**config.mk**
```make
export PLATFORM = sky130hd
export DESIGN_NAME = fc_classifier
export DESIGN_NICKNAME = d
export VERILOG_FILES = /design/src/rtl/kws_pkg.sv /design/src/rtl/fc_mac_unit.sv /design/src/rtl/fc_classifier.sv
export SDC_FILE = /design/constraint.sdc
export NUM_CORES = 1
export LEC_CHECK = 0
export ABC_AREA = 0
export CORE_MARGIN = 1.5
export CORE_UTILIZATION = 60
export CTS_BUF_LIST = sky130_fd_sc_hd__clkbuf_8 sky130_fd_sc_hd__clkbuf_16
export DETAILED_ROUTE_END_ITERATION = 7
export PLACE_DENSITY = 0.82
export SETUP_SLACK_MARGIN = 0.2
export SLEW_MARGIN = 20
export SYNTH_ARGS = -nofsm -noshare
export SYNTH_HDL_FRONTEND = slang
export SYNTH_SLANG_ARGS = --single-unit
```
**constraint.sdc**
```tcl
create_clock -name clk -period 17 [get_ports clk]
set_clock_uncertainty 0.1 [all_clocks]
set_input_delay 1.7 -clock clk [delete_from_list [all_inputs] [get_ports clk]]
set_output_delay 1.7 -clock clk [all_outputs]
set_load 0.02 [all_outputs]
```
**src/rtl/kws_pkg.sv**
```systemverilog
// Shared types and helpers for the keyword-spotting classifier back end.
// Holds the class enum, fixed-width integer typedefs, the FSM state encoding
// and the saturating round-half-up requantizer used on every logit.
package kws_pkg;

    localparam int KWS_NUM_CLASSES = 4;

    typedef enum logic [1:0] {
        CLS_SILENCE = 2'd0,
        CLS_UNKNOWN = 2'd1,
        CLS_YES     = 2'd2,
        CLS_NO      = 2'd3
    } kws_class_e;

    typedef logic signed [7:0]  int8_t;
    typedef logic signed [31:0] int32_t;

    typedef enum logic [2:0] {
        ST_IDLE,
        ST_BIAS_RD,
        ST_BIAS_CAP,
        ST_MAC,
        ST_DRAIN,
        ST_REQUANT,
        ST_FINISH
    } fc_state_e;

    // Round half up, arithmetic right shift, clamp to int8.
    // Done in 64 bits so the rounding add can never wrap for a 32-bit acc.
    function automatic int8_t requant(input logic signed [63:0] acc, input int shift);
        logic signed [63:0] rnd;
        logic signed [63:0] res;
        rnd = acc + (64'sd1 <<< (shift - 1));
        res = rnd >>> shift;
        if (res > 64'sd127) begin
            return 8'sh7f;
        end else if (res < -64'sd128) begin
            return 8'sh80;
        end
        return $signed(res[7:0]);
    endfunction

endpackage

```
**src/rtl/fc_mac_unit.sv**
```systemverilog
// Zero-point subtract, 9x8 signed multiply and wrapping accumulator.
// Latency: product of the current x/w is folded into acc at the next edge.
// No backpressure: load has priority over acc_en, otherwise acc holds.
// Ports: clk/rst, load + load_val (bias preload), acc_en, x/w int8 operands,
//        acc accumulator output.
module fc_mac_unit
    import kws_pkg::*;
#(
    parameter int ACC_W = 32,
    parameter int IN_ZP = 0
) (
    input  logic                    clk,
    input  logic                    rst,
    input  logic                    load,
    input  logic signed [ACC_W-1:0] load_val,
    input  logic                    acc_en,
    input  int8_t                   x,
    input  int8_t                   w,
    output logic signed [ACC_W-1:0] acc
);

    localparam logic signed [8:0] ZP9 = 9'(IN_ZP);

    logic signed [8:0]  diff;
    logic signed [16:0] diff17;
    logic signed [16:0] w17;
    logic signed [16:0] prod;

    // Worst-case |diff| = 255, |w| = 128, so the product always fits 17 bits.
    assign diff   = 9'(x) - ZP9;
    assign diff17 = 17'(diff);
    assign w17    = 17'(w);
    assign prod   = diff17 * w17;

    always_ff @(posedge clk) begin
        if (rst) begin
            acc <= '0;
        end else if (load) begin
            acc <= load_val;
        end else if (acc_en) begin
            acc <= acc + ACC_W'(prod);
        end
    end

endmodule

```
**src/rtl/fc_classifier.sv**
```systemverilog
// Fully-connected classifier: per-class int8 dot product + bias, requantized logits, argmax.
// Latency: done pulses NUM_CLASSES*(IN_LEN+4)+1 cycles after start is accepted.
// No backpressure: logits are one-cycle strobes; start is ignored while busy.
// Ports: start/busy/done control; in_ram, w_rom, b_rom one-cycle-latency read ports;
//        logit_valid/idx/data stream; class_id/class_score argmax result.
module fc_classifier
    import kws_pkg::*;
#(
    parameter int IN_LEN      = 4000,
    parameter int NUM_CLASSES = KWS_NUM_CLASSES,
    parameter int ADDR_W      = 13,
    parameter int W_ADDR_W    = 14,
    parameter int ACC_W       = 32,
    parameter int IN_ZP       = 0,
    parameter int OUT_SHIFT   = 8
) (
    input  logic                           clk,
    input  logic                           rst,
    input  logic                           start,
    output logic                           busy,
    output logic                           done,
    output logic [ADDR_W-1:0]              in_ram_addr,
    input  logic signed [7:0]              in_ram_rdata,
    output logic [W_ADDR_W-1:0]            w_rom_addr,
    input  logic signed [7:0]              w_rom_rdata,
    output logic [$clog2(NUM_CLASSES)-1:0] b_rom_addr,
    input  logic signed [31:0]             b_rom_rdata,
    output logic                           logit_valid,
    output logic [$clog2(NUM_CLASSES)-1:0] logit_idx,
    output logic signed [7:0]              logit_data,
    output logic [$clog2(NUM_CLASSES)-1:0] class_id,
    output logic signed [7:0]              class_score
);

    localparam int CLS_W = $clog2(NUM_CLASSES);

    fc_state_e               state;
    fc_state_e               state_nxt;

    logic [CLS_W-1:0]        c;
    logic [ADDR_W-1:0]       j;
    logic [W_ADDR_W-1:0]     wptr;
    logic [ADDR_W-1:0]       in_addr_hold;
    logic [W_ADDR_W-1:0]     w_addr_hold;
    logic [CLS_W-1:0]        b_addr_hold;

    int8_t                   max_score;
    logic [CLS_W-1:0]        max_id;

    logic signed [ACC_W-1:0] acc;
    int8_t                   r;
    logic                    last_j;
    logic                    last_c;
    logic                    mac_load;
    logic                    mac_acc;

    assign last_j = (j == ADDR_W'(IN_LEN - 1));
    assign last_c = (c == CLS_W'(NUM_CLASSES - 1));
    assign r      = requant(64'(acc), OUT_SHIFT);

    fc_mac_unit #(
        .ACC_W (ACC_W),
        .IN_ZP (IN_ZP)
    ) u_mac (
        .clk      (clk),
        .rst      (rst),
        .load     (mac_load),
        .load_val (ACC_W'(b_rom_rdata)),
        .acc_en   (mac_acc),
        .x        (in_ram_rdata),
        .w        (w_rom_rdata),
        .acc      (acc)
    );

    // State register
    always_ff @(posedge clk) begin
        if (rst) begin
            state <= ST_IDLE;
        end else begin
            state <= state_nxt;
        end
    end

    // Next-state logic
    always_comb begin
        state_nxt = state;
        case (state)
            ST_IDLE:     if (start) state_nxt = ST_BIAS_RD;
            ST_BIAS_RD:  state_nxt = ST_BIAS_CAP;
            ST_BIAS_CAP: state_nxt = ST_MAC;
            ST_MAC:      if (last_j) state_nxt = ST_DRAIN;
            ST_DRAIN:    state_nxt = ST_REQUANT;
            ST_REQUANT:  state_nxt = last_c ? ST_FINISH : ST_BIAS_RD;
            ST_FINISH:   state_nxt = ST_IDLE;
            default:     state_nxt = ST_IDLE;
        endcase
    end

    // Output / control decode. Addresses show the live counter only while
    // they are being issued and otherwise replay the last issued value.
    always_comb begin
        mac_load    = 1'b0;
        mac_acc     = 1'b0;
        in_ram_addr = in_addr_hold;
        w_rom_addr  = w_addr_hold;
        b_rom_addr  = b_addr_hold;
        case (state)
            ST_BIAS_RD:  b_rom_addr = c;
            ST_BIAS_CAP: mac_load = 1'b1;
            ST_MAC: begin
                in_ram_addr = j;
                w_rom_addr  = wptr;
                // Read data trails the address by one cycle, so the first
                // MAC cycle has nothing to accumulate yet.
                mac_acc     = (j != '0);
            end
            ST_DRAIN:    mac_acc = 1'b1;
            default: ;
        endcase
    end

    // Counters, argmax and registered outputs
    always_ff @(posedge clk) begin
        if (rst) begin
            c            <= '0;
            j            <= '0;
            wptr         <= '0;
            in_addr_hold <= '0;
            w_addr_hold  <= '0;
            b_addr_hold  <= '0;
            max_score    <= '0;
            max_id       <= '0;
            busy         <= 1'b0;
            done         <= 1'b0;
            logit_valid  <= 1'b0;
            logit_idx    <= '0;
            logit_data   <= '0;
            class_id     <= '0;
            class_score  <= '0;
        end else begin
            logit_valid <= 1'b0;
            done        <= 1'b0;
            case (state)
                ST_IDLE: begin
                    if (start) begin
                        c         <= '0;
                        wptr      <= '0;
                        max_score <= 8'sh80;
                        max_id    <= '0;
                        busy      <= 1'b1;
                    end
                end
                ST_BIAS_RD: begin
                    b_addr_hold <= c;
                end
                ST_BIAS_CAP: begin
                    j <= '0;
                end
                ST_MAC: begin
                    in_addr_hold <= j;
                    w_addr_hold  <= wptr;
                    j            <= j + ADDR_W'(1);
                    // wptr runs across class boundaries (class-major layout),
                    // so no c*IN_LEN base address is ever needed.
                    wptr         <= wptr + W_ADDR_W'(1);
                end
                ST_REQUANT: begin
                    logit_valid <= 1'b1;
                    logit_idx   <= c;
                    logit_data  <= r;
                    // Strict compare: on ties the earlier (lower) class wins.
                    if (r > max_score) begin
                        max_score <= r;
                        max_id    <= c;
                    end
                    if (!last_c) begin
                        c <= c + CLS_W'(1);
                    end
                end
                ST_FINISH: begin
                    done        <= 1'b1;
                    busy        <= 1'b0;
                    class_id    <= max_id;
                    class_score <= max_score;
                end
                default: ;
            endcase
        end
    end

endmodule

```
# Yosys cells after proc, flatten, opt, wreduce, memory -nomap -nowiden
# Cells that the tools add are included.
[word_totals] wordCells=81 reg_bits=126
[op_classes] magnitude_cmp=3 eq_ne=12 multipliers=1 mux=31 reduce_logical=12 addsub=5
[op_table] op="$mux W32" n=2
[op_table] op="$mux W8" n=5
[op_table] op="$add A32 B9 Y33 const B" n=1
[op_table] op="$add A32 B16 Y32" n=1
[op_table] op="$mux W14" n=2
[op_table] op="$pmux W14 S2" n=1
[op_table] op="$pmux W13 S2" n=1
[op_table] op="$gt A25 B8 Y1 const B" n=1
[op_table] op="$lt A25 B8 Y1 const B" n=1
[op_table] op="$pmux W3 S6" n=1
[op_table] op="$mul A8 B8 Y16" n=1
[op_table] op="$pmux W8 S2" n=1
[op_table] op="$add A14 B1 Y14 const B" n=1
[op_table] op="$add A13 B1 Y13 const B" n=1
[op_table] op="$eq A13 B12 Y1 const B" n=1
[op_table] op="$mux W13" n=1
[op_table] op="$reduce_bool A13 Y1" n=1
[op_table] op="$reduce_bool A2 Y1" n=5
[op_table] op="$eq A3 B3 Y1 const B" n=3
[op_table] op="$mux W3" n=3
[op_table] op="$gt A8 B8 Y1" n=1
[op_table] op="$mux W2" n=4
[op_table] op="$ne A2 B2 Y1 const B" n=4
[op_table] op="$pmux W2 S2" n=2
[op_table] op="other kinds (9)" n=19

# Logic depth before layout (Yosys ltp)
# Gate-level depths: netlist (run 1).
[logic_depth] depth_word=8 depth_mapped=20 ltp_nobuf=20

# By module
# A second synthesis (run 1) with hierarchy kept.
[unflattened] cells_unflattened=1411 area_unflattened_um2=11960.2
[modules_own_cells] module="fc_mac_unit" seq_area_each_um2=640.6 n_inst=1 cells_per_inst=711 area_per_inst_um2=6859.1
[modules_own_cells] module="fc_classifier" seq_area_each_um2=1881.8 n_inst=1 cells_per_inst=700 area_per_inst_um2=5101.1

# Worst setup path after synthesis (run 1)
# No wires, ideal clock.
[synth_path] kind="input -> register" start="input w_rom_rdata[0]" end="register u_mac.acc[31]" required_time_ns=16.776 setup_ns=0.124 path_buffers=1 setup_slack_ns=9.617 cell_stages=17 arrival_ns=7.159 cell_sequence="clkbuf_1 -> nand2_1 -> inv_1 -> fa_1 -> fa_1 -> fa_1 -> fa_1 -> fa_1 -> ha_1 -> o21ai_0 -> or2_2 -> o21ai_1 -> nor2_1 -> o311ai_0 -> o211a_1 -> xnor2_1 -> o21ai_0"
[synth_via] elab_chain_cells=4
[synth_lines] element="from (decl)" line_no="fc_classifier.sv:25" text="input logic signed [7:0] w_rom_rdata,"
[synth_lines] element="$mul A8 B8 Y16" line_no="fc_mac_unit.sv:33" text="assign prod = diff17 * w17;"
[synth_lines] element="$add A32 B16 Y32" line_no="fc_mac_unit.sv:41" text="acc <= acc + ACC_W'(prod);"
[synth_lines] element="$mux W32" line_no="fc_mac_unit.sv:40" text="end else if (acc_en) begin"
[synth_lines] element="$mux W32" line_no="fc_mac_unit.sv:38" text="end else if (load) begin"
[synth_lines] element="to (signal assigned)" line_no="fc_mac_unit.sv:39" text="acc <= load_val;"
[synth_lines] element="to (signal assigned)" line_no="fc_mac_unit.sv:41"
[synth_lines] element="to (decl)" line_no="fc_mac_unit.sv:19" text="output logic signed [ACC_W-1:0] acc"
# Every way passes these cells. The select of a mux whose other input is x is not followed.
# A chain may end at the register's enable or synchronous reset.

# Final worst setup path (run 1)
[layout_path] start="input w_rom_rdata[2]" end="register u_mac.acc[28]"
# Same word-level chain as after synthesis.

==> metrics.txt, run 1 <==
WL/cell=approximately 16 um; worst slack at placement=8.452 ns; Post-synth ARST share=0%; CTS tree=built; met2 usage=between 40% and 50%; synthesis warning total=0; die footprint=a little over 20,000 um2; setup repair after global routing missed its margin=false; Core Area=between 15,000 and 20,000 um2; total buffers and inverters traversed by the critical path=4; overflow left after global routing=0; crit path max fanout=15; Hold Violations, Final=0; final hold slack=roughly 0.35 ns; H-Tree Depth=4; Critical R2R Capture=u_mac.acc[28]$_SDFFE_PP0P_; number of CTS-inserted buffers=17; hold depth=2; final cell utilization of the core=a little over two thirds; DR vias/cell=5.743; cts hold-fix bufs=0; static leakage=around 6.2 nW; actual slew at the worst max-slew pin=1.068 ns; post-synthesis cell area=between 10,000 and 15,000 um2; Tcrit/Tclk final=48.00%; filler instances=1,559; arrival time at the worst endpoint=8.39 ns; IO Pins=around 100; upper clock frequency limit=around 120 MHz; total count of max-transition violations in the final report=0; number of detailed-route iterations in the first pass=6; startpoint of the lowest-slack hold path=logit_data[3]$_SDFFE_PP0P_; P per Cell Area=217.6 nW/um2; total of cells resized after clock tree synthesis=0; biggest cell delay along the critical path=roughly 0.76 ns; overall die width=approximately 140 um; final total negative setup slack=0 ns; instance count of the mapped netlist=1,434; Total Nets Final=between 1,500 and 2,000; top flip-flop cell by instance count after synthesis=sky130_fd_sc_hd__dfxtp_1; Commonest cells post-synth=sky130_fd_sc_hd__nand2_1 (197), sky130_fd_sc_hd__inv_1 (194), sky130_fd_sc_hd__fa_1 (136); number of max-cap violations=0; GRT Overall Usage=slightly below 30%; number of buffer cells added on primary ports=102; post-synthesis average cell area=between 8 and 9 um2; CTS Root Cell=sky130_fd_sc_hd__clkbuf_16; number of clock sinks seen by CTS=126; row cnt=51; Design Power=roughly 3.0 mW; Reg2Reg Setup Slack=11.24 ns; crit start category=input pin; Critical-path top delay cell=sky130_fd_sc_hd__inv_1; worst min-delay path class=flip-flop to flip-flop; via count of the first global-routing pass=a little over 10,000; highest ir drop seen on vdd=approximately 210 uV; flops & latches, synth=around 130; wirelength, routed=29,350 um; Routability Congestion=around 0.95; Post-route DRC=0; number of antenna violations at the first check in global routing=0; Die Y-Extent=143.9 um; required time worst endpoint=roughly 17 ns; total number of vias=between 10,000 and 15,000; worst setup path class=input pin to flip-flop; maximum number of pins on one net before global-route repair=53; worst reg2reg startpoint=u_mac.acc[4]$_SDFFE_PP0P_; filler-free cell count of the finished design=1,788; initial drt markers=between 700 and 800; cell accounting for the most synthesized area=sky130_fd_sc_hd__fa_1; Crit. End Element=flip-flop; routing usage on met3=3.865%; setup-violating endpoint count in the final report=0; clock latency of the later-clocked register in the worst-skew pair=roughly 0.42 ns; met1 layer usage reported by global route=roughly two fifths; final std cell area, no fill=about 14,000 um2; most common cell in the netlist=sky130_fd_sc_hd__nand2_1; setup slack of the critical path after layout=a little under 9 ns; Detail Placement HPWL=22,450 um; number of enable flip-flop cells after synthesis=0; Area growth syn-to-layout=15.56%; global-route wire length before repair=just under 50,000 um; most crowded layer after global routing=met2; worst-case clock buffer depth=2; remaining antenna violation count=0; initial cell density of the core=roughly three fifths; proportion of netlist area held by the largest area contributor=22.87%; status=finished, final reports clean; hold-critical path endpoint=logit_data[3]$_SDFFE_PP0P_; cell family contributing the most delay on the critical path=adder cells; CP Cell Sequence=clkdlybuf4s50_1, nand2_1, fa_1, inv_1, fa_1, inv_1, fa_1, inv_1, fa_1, ha_1, ha_1, a21oi_1, o21ai_0, a2111oi_0, o31ai_1, a221oi_1, xnor2_1, a21oi_1, a211oi_1; post-synthesis net count=around 1,700; post-CTS setup buffer count=0; final critical delay including setup and external delays=roughly 8 ns; Cells after DPL=around 1,800; worst r2r path cells=19; cells taking the most area after synthesis=sky130_fd_sc_hd__fa_1 (23%), sky130_fd_sc_hd__dfxtp_1 (21%), sky130_fd_sc_hd__ha_1 (8.7%); number of inserted diodes=0; proportion of synthesized chip area in sequential cells=around a fifth; proportion of layout cells with a drive suffix above 1=under 10%; number of distinct standard cells referenced by the synthesized netlist=70; Top cell by count, worst path=sky130_fd_sc_hd__fa_1; worst relative slew slack=approximately 28%; post-detailed-placement cell area=13,130 um2; Worst-path clk slew=~0.06 ns
-- power by group --
group / switching (mW) / total [mW] / internal, mW
registers: 0.0456 / 0.368 / 0.323
clock network: 0.135 / 0.384 / 0.249
logic: 1.30 / 2.24 / 0.943
total: 1.48 / 2.99 / 1.51
-- placed cells by master, fill, tap and decap left out, types with 13 or more instances in the layout --
cell	Yosys	routed
sky130_fd_sc_hd__a21oi_1	60	60
sky130_fd_sc_hd__and3_1	18	18
sky130_fd_sc_hd__nor3_1	18	18
sky130_fd_sc_hd__nand3_1	33	33
sky130_fd_sc_hd__nand2_1	197	196
sky130_fd_sc_hd__o21ai_0	52	52
sky130_fd_sc_hd__a311oi_1	23	23
sky130_fd_sc_hd__nor2_1	135	133
sky130_fd_sc_hd__a211oi_1	17	17
sky130_fd_sc_hd__clkdlybuf4s50_1	0	101
sky130_fd_sc_hd__clkbuf_16	0	17
sky130_fd_sc_hd__and2_1	63	63
sky130_fd_sc_hd__inv_1	194	195
sky130_fd_sc_hd__fa_1	136	136
sky130_fd_sc_hd__a22oi_1	15	15
sky130_fd_sc_hd__xnor2_1	27	27
sky130_fd_sc_hd__ha_1	83	83
sky130_fd_sc_hd__nor2b_1	13	13
sky130_fd_sc_hd__dfxtp_1	126	126
-- tightest hold or removal path: cells and delay by family (launching register included) --
family | cells | cell delay (ns)
AND/OR/NAND/NOR | 1 | 0.05
flip-flops | 1 | 0.31
AO/OA/AOI/OAI | 1 | 0.05
-- state kept, by name (all words and copies together), names as in the netlist --
name	cells
state	3
j	13
logit_idx	2
class_score	8
done	1
logit_valid	1
class_id	2
w_addr_hold	14
c	2
max_score	8
wptr	14
u_mac.acc	32
busy	1
b_addr_hold	2
max_id	2
in_addr_hold	13
logit_data	8
-- worst max path at each step --
| stage | slack (ns) | start | end | cells past startpoint |
|---|---|---|---|---|
| finish | 8.84 | w_rom_rdata[2] | u_mac.acc[28]$_SDFFE_PP0P_ | 19 |
| global placement | 8.60 | w_rom_rdata[2] | u_mac.acc[29]$_SDFFE_PP0P_ | 19 |
| floorplan | 9.62 | w_rom_rdata[0] | u_mac.acc[31]$_SDFFE_PP0P_ | 17 |
| CTS | 8.80 | w_rom_rdata[2] | u_mac.acc[28]$_SDFFE_PP0P_ | 19 |
| global route | 8.26 | w_rom_rdata[2] | u_mac.acc[28]$_SDFFE_PP0P_ | 19 |
| detailed placement | 8.45 | w_rom_rdata[2] | u_mac.acc[28]$_SDFFE_PP0P_ | 19 |
-- cells by family after synthesis --
kind of cell,Yosys count,synth area share [%]
XOR/XNOR,36,2.648
buffers and inverters,248,7.850
flip-flops,126,21.19
multiplexers,11,0.9773
AO/OA/AOI/OAI,257,14.39
AND/OR/NAND/NOR,537,21.36
adder cells (fa/ha/maj),219,31.59
-- layout make-up --
cell class / count / area [um2] / share of cell area (%)
Multi-Input combinational cell: 1060 / 8468 / 61.54
Sequential cell: 126 / 2522 / 18.33
Timing Repair Buffer: 110 / 1076 / 7.820
Inverter: 195 / 732.0 / 5.320
Clock buffer: 22 / 494.2 / 3.592
Tap cell: 265 / 331.6 / 2.410
Clock inverter: 10 / 135.1 / 0.9821
-- layer usage --
layer | vias up | wire [um]
met5 | - | 0
met4 | 0 | 919
met3 | 63 | 1615
met2 | 357 | 14450
met1 | 4949 | 12370
li1 | 4899 | -
No activity file was read; power rests on OpenSTA's default activity.
==> run 2: changes to the inputs <==
- clock period: 17 -> 7.6 ns (I/O delays scaled with it)
==> metrics.txt, run 2 (same netlist as run 1, synthesis figures left out) <==
status=finished, final reports clean; worst setup path class=input pin to flip-flop; launch point of the critical path=in_ram_rdata[7]; Crit. End Element=flip-flop; number of max-cap violations=0; Core Area=19,460 um2; Top cell by count, worst path=sky130_fd_sc_hd__fa_1; actual slew at the worst max-slew pin=0.9962 ns; WL/cell=between 15 and 20 um; total buffers and inverters traversed by the critical path=4; part of the total power dissipated in the clock network=roughly 13%; overflow left after global routing=0; Die Y-Extent=between 100 and 150 um; number of buffer cells added on primary ports=approximately 100; biggest cell delay along the critical path=0.63 ns; area of the multi-input gates=8466 um2; die footprint=~21,000 um2; row cnt=51; number of detailed-route iterations in the first pass=5; highest ir drop seen on vdd=505.7 uV; H-Tree Depth=4; worst relative slew slack=about a third; CP Cell Sequence=clkdlybuf4s50_1, nand2_1, fa_1, inv_1, fa_1, inv_1, fa_1, fa_1, inv_1, ha_1, ha_1, o21ai_0, a22oi_1, or3b_2, o21bai_1, a31o_2, a21oi_1, xnor2_1, o21ai_0; upper clock frequency limit=145.1 MHz; total of cells resized after clock tree synthesis=0; maximum number of pins on one net before global-route repair=77; wirelength, routed=roughly 30,000 um; number of flip-flops under the largest register name=32; DR vias/cell=between 5 and 6; worst reg2reg startpoint=u_mac.acc[8]$_SDFFE_PP0P_; Area growth syn-to-layout=15.83%; final cell utilization of the core=70.86%; post-detailed-placement cell area=roughly 13,000 um2; switching component of the power=around 3.5 mW; number of inserted diodes=0; clock latency of the later-clocked register in the worst-skew pair=between 0.4 and 0.5 ns; number of antenna violations at the first check in global routing=0; Worst-path clk slew=0.06 ns; area used by sequential logic in the layout=~2500 um2; GRT Overall Usage=between 30% and 40%; setup slack of the critical path after layout=about 0.7 ns; combinational power share=75.3%; IO Pins=slightly above 100; net switching fraction of the power=just over 50%; registers with the highest flip-flop counts=u_mac.acc (32), w_addr_hold (14), wptr (14); post-CTS setup buffer count=0; worst slack at placement=0.2785 ns; Critical-path top delay cell=sky130_fd_sc_hd__clkdlybuf4s50_1; overall die width=143.9 um; setup-violating endpoint count in the final report=0; Post-route DRC=0; filler instances=~1,500; cts hold-fix bufs=0; sequential cell fraction of total power=between 10% and 20%; Detail Placement HPWL=approximately 23,000 um; register with the most flip-flops=u_mac.acc; commonest cells after routing, fill and taps aside=sky130_fd_sc_hd__nand2_1 (197), sky130_fd_sc_hd__inv_1 (195), sky130_fd_sc_hd__fa_1 (136); remaining antenna violation count=0; crit start category=input pin; proportion of layout cells with a drive suffix above 1=5.229%; final std cell area, no fill=roughly 14,000 um2; via count of the first global-routing pass=around 10,000; total count of max-transition violations in the final report=0; commonest non-fill, non-tap cell in the layout=sky130_fd_sc_hd__nand2_1; P per Cell Area=~500 nW/um2; Hold Violations, Final=0; CTS Root Cell=sky130_fd_sc_hd__clkbuf_16; Total Nets Final=between 1,500 and 2,000; final total negative setup slack=0 ns; total number of vias=roughly 10,000; final critical delay including setup and external delays=roughly 7 ns; crit path max fanout=11; Tcrit/Tclk final=between 90% and 100%; initial cell density of the core=between 60% and 70%; Routability Congestion=approximately 0.94; worst-case clock buffer depth=2; number of CTS-inserted buffers=17; worst min-delay path class=flip-flop to flip-flop; required time worst endpoint=roughly 8 ns; CTS tree=built; initial drt markers=about 740; setup repair after global routing missed its margin=false; number of clock sinks seen by CTS=about 130; startpoint of the lowest-slack hold path=logit_data[5]$_SDFFE_PP0P_; static leakage=approximately 6.2 nW; arrival time at the worst endpoint=just over 7 ns; global-route wire length before repair=roughly 50,000 um; cell family contributing the most delay on the critical path=adder cells; cell-internal power=~3.4 mW
[run 2: power groups by stage]
stage	Sequential, mW	Clock (mW)	Combinational, mW
floorplan	0.787	0	3.91
finish	0.835	0.865	5.18
detailed placement	0.845	0	5.08
global route	0.843	0.903	5.83
CTS	0.831	0.869	5.13
global placement	0.844	0	4.91
[run 2: tightest hold or removal path, stage by stage (launching register included)]
cell                      delay (ns)
sky130_fd_sc_hd__dfxtp_1        0.31
sky130_fd_sc_hd__nand2_1        0.05
sky130_fd_sc_hd__o21ai_1        0.05
[run 2: routing by layer]
layer  GRT usage, %  up-vias  routed length, um
met5              0        -                  0
met4          14.55        0               1186
met3          5.265       92               1935
met2          52.15      415              14960
met1          38.90     4929              12280
li1               -     4904                  -
[run 2: area by class of cell]
class	count	area share, %
Clock inverter	15	1.343
Timing Repair Buffer	117	8.184
Inverter	195	5.308
Sequential cell	126	18.29
Clock buffer	17	3.085
Multi-Input combinational cell	1060	61.39
Tap cell	265	2.404
[run 2: final timing paths]
path | to | slack, ns | depth (start not counted)
worst max register to register | u_mac.acc[24]$_SDFFE_PP0P_ | 1.82 | 19
worst min register to register | logit_data[5]$_SDFFE_PP0P_ | 0.35 | 2
worst min-delay path | logit_data[5]$_SDFFE_PP0P_ | 0.35 | 2
worst max-delay path | u_mac.acc[29]$_SDFFE_PP0P_ | 0.71 | 19
[run 2: metrics by stage]
stage / power, mW / hold slack, ns / instances
6_report: 6.880 / 0.3524 / 1795
5_1_grt: 7.579 / 0.3770 / 1795
4_1_cts: 6.834 / 0.3586 / 1795
3_5_place_dp: 5.923 / 0.3481 / 1763
3_3_place_gp: 5.757 / 0.3414 / 1763
2_1_floorplan: 4.694 / 0.3319 / 1434
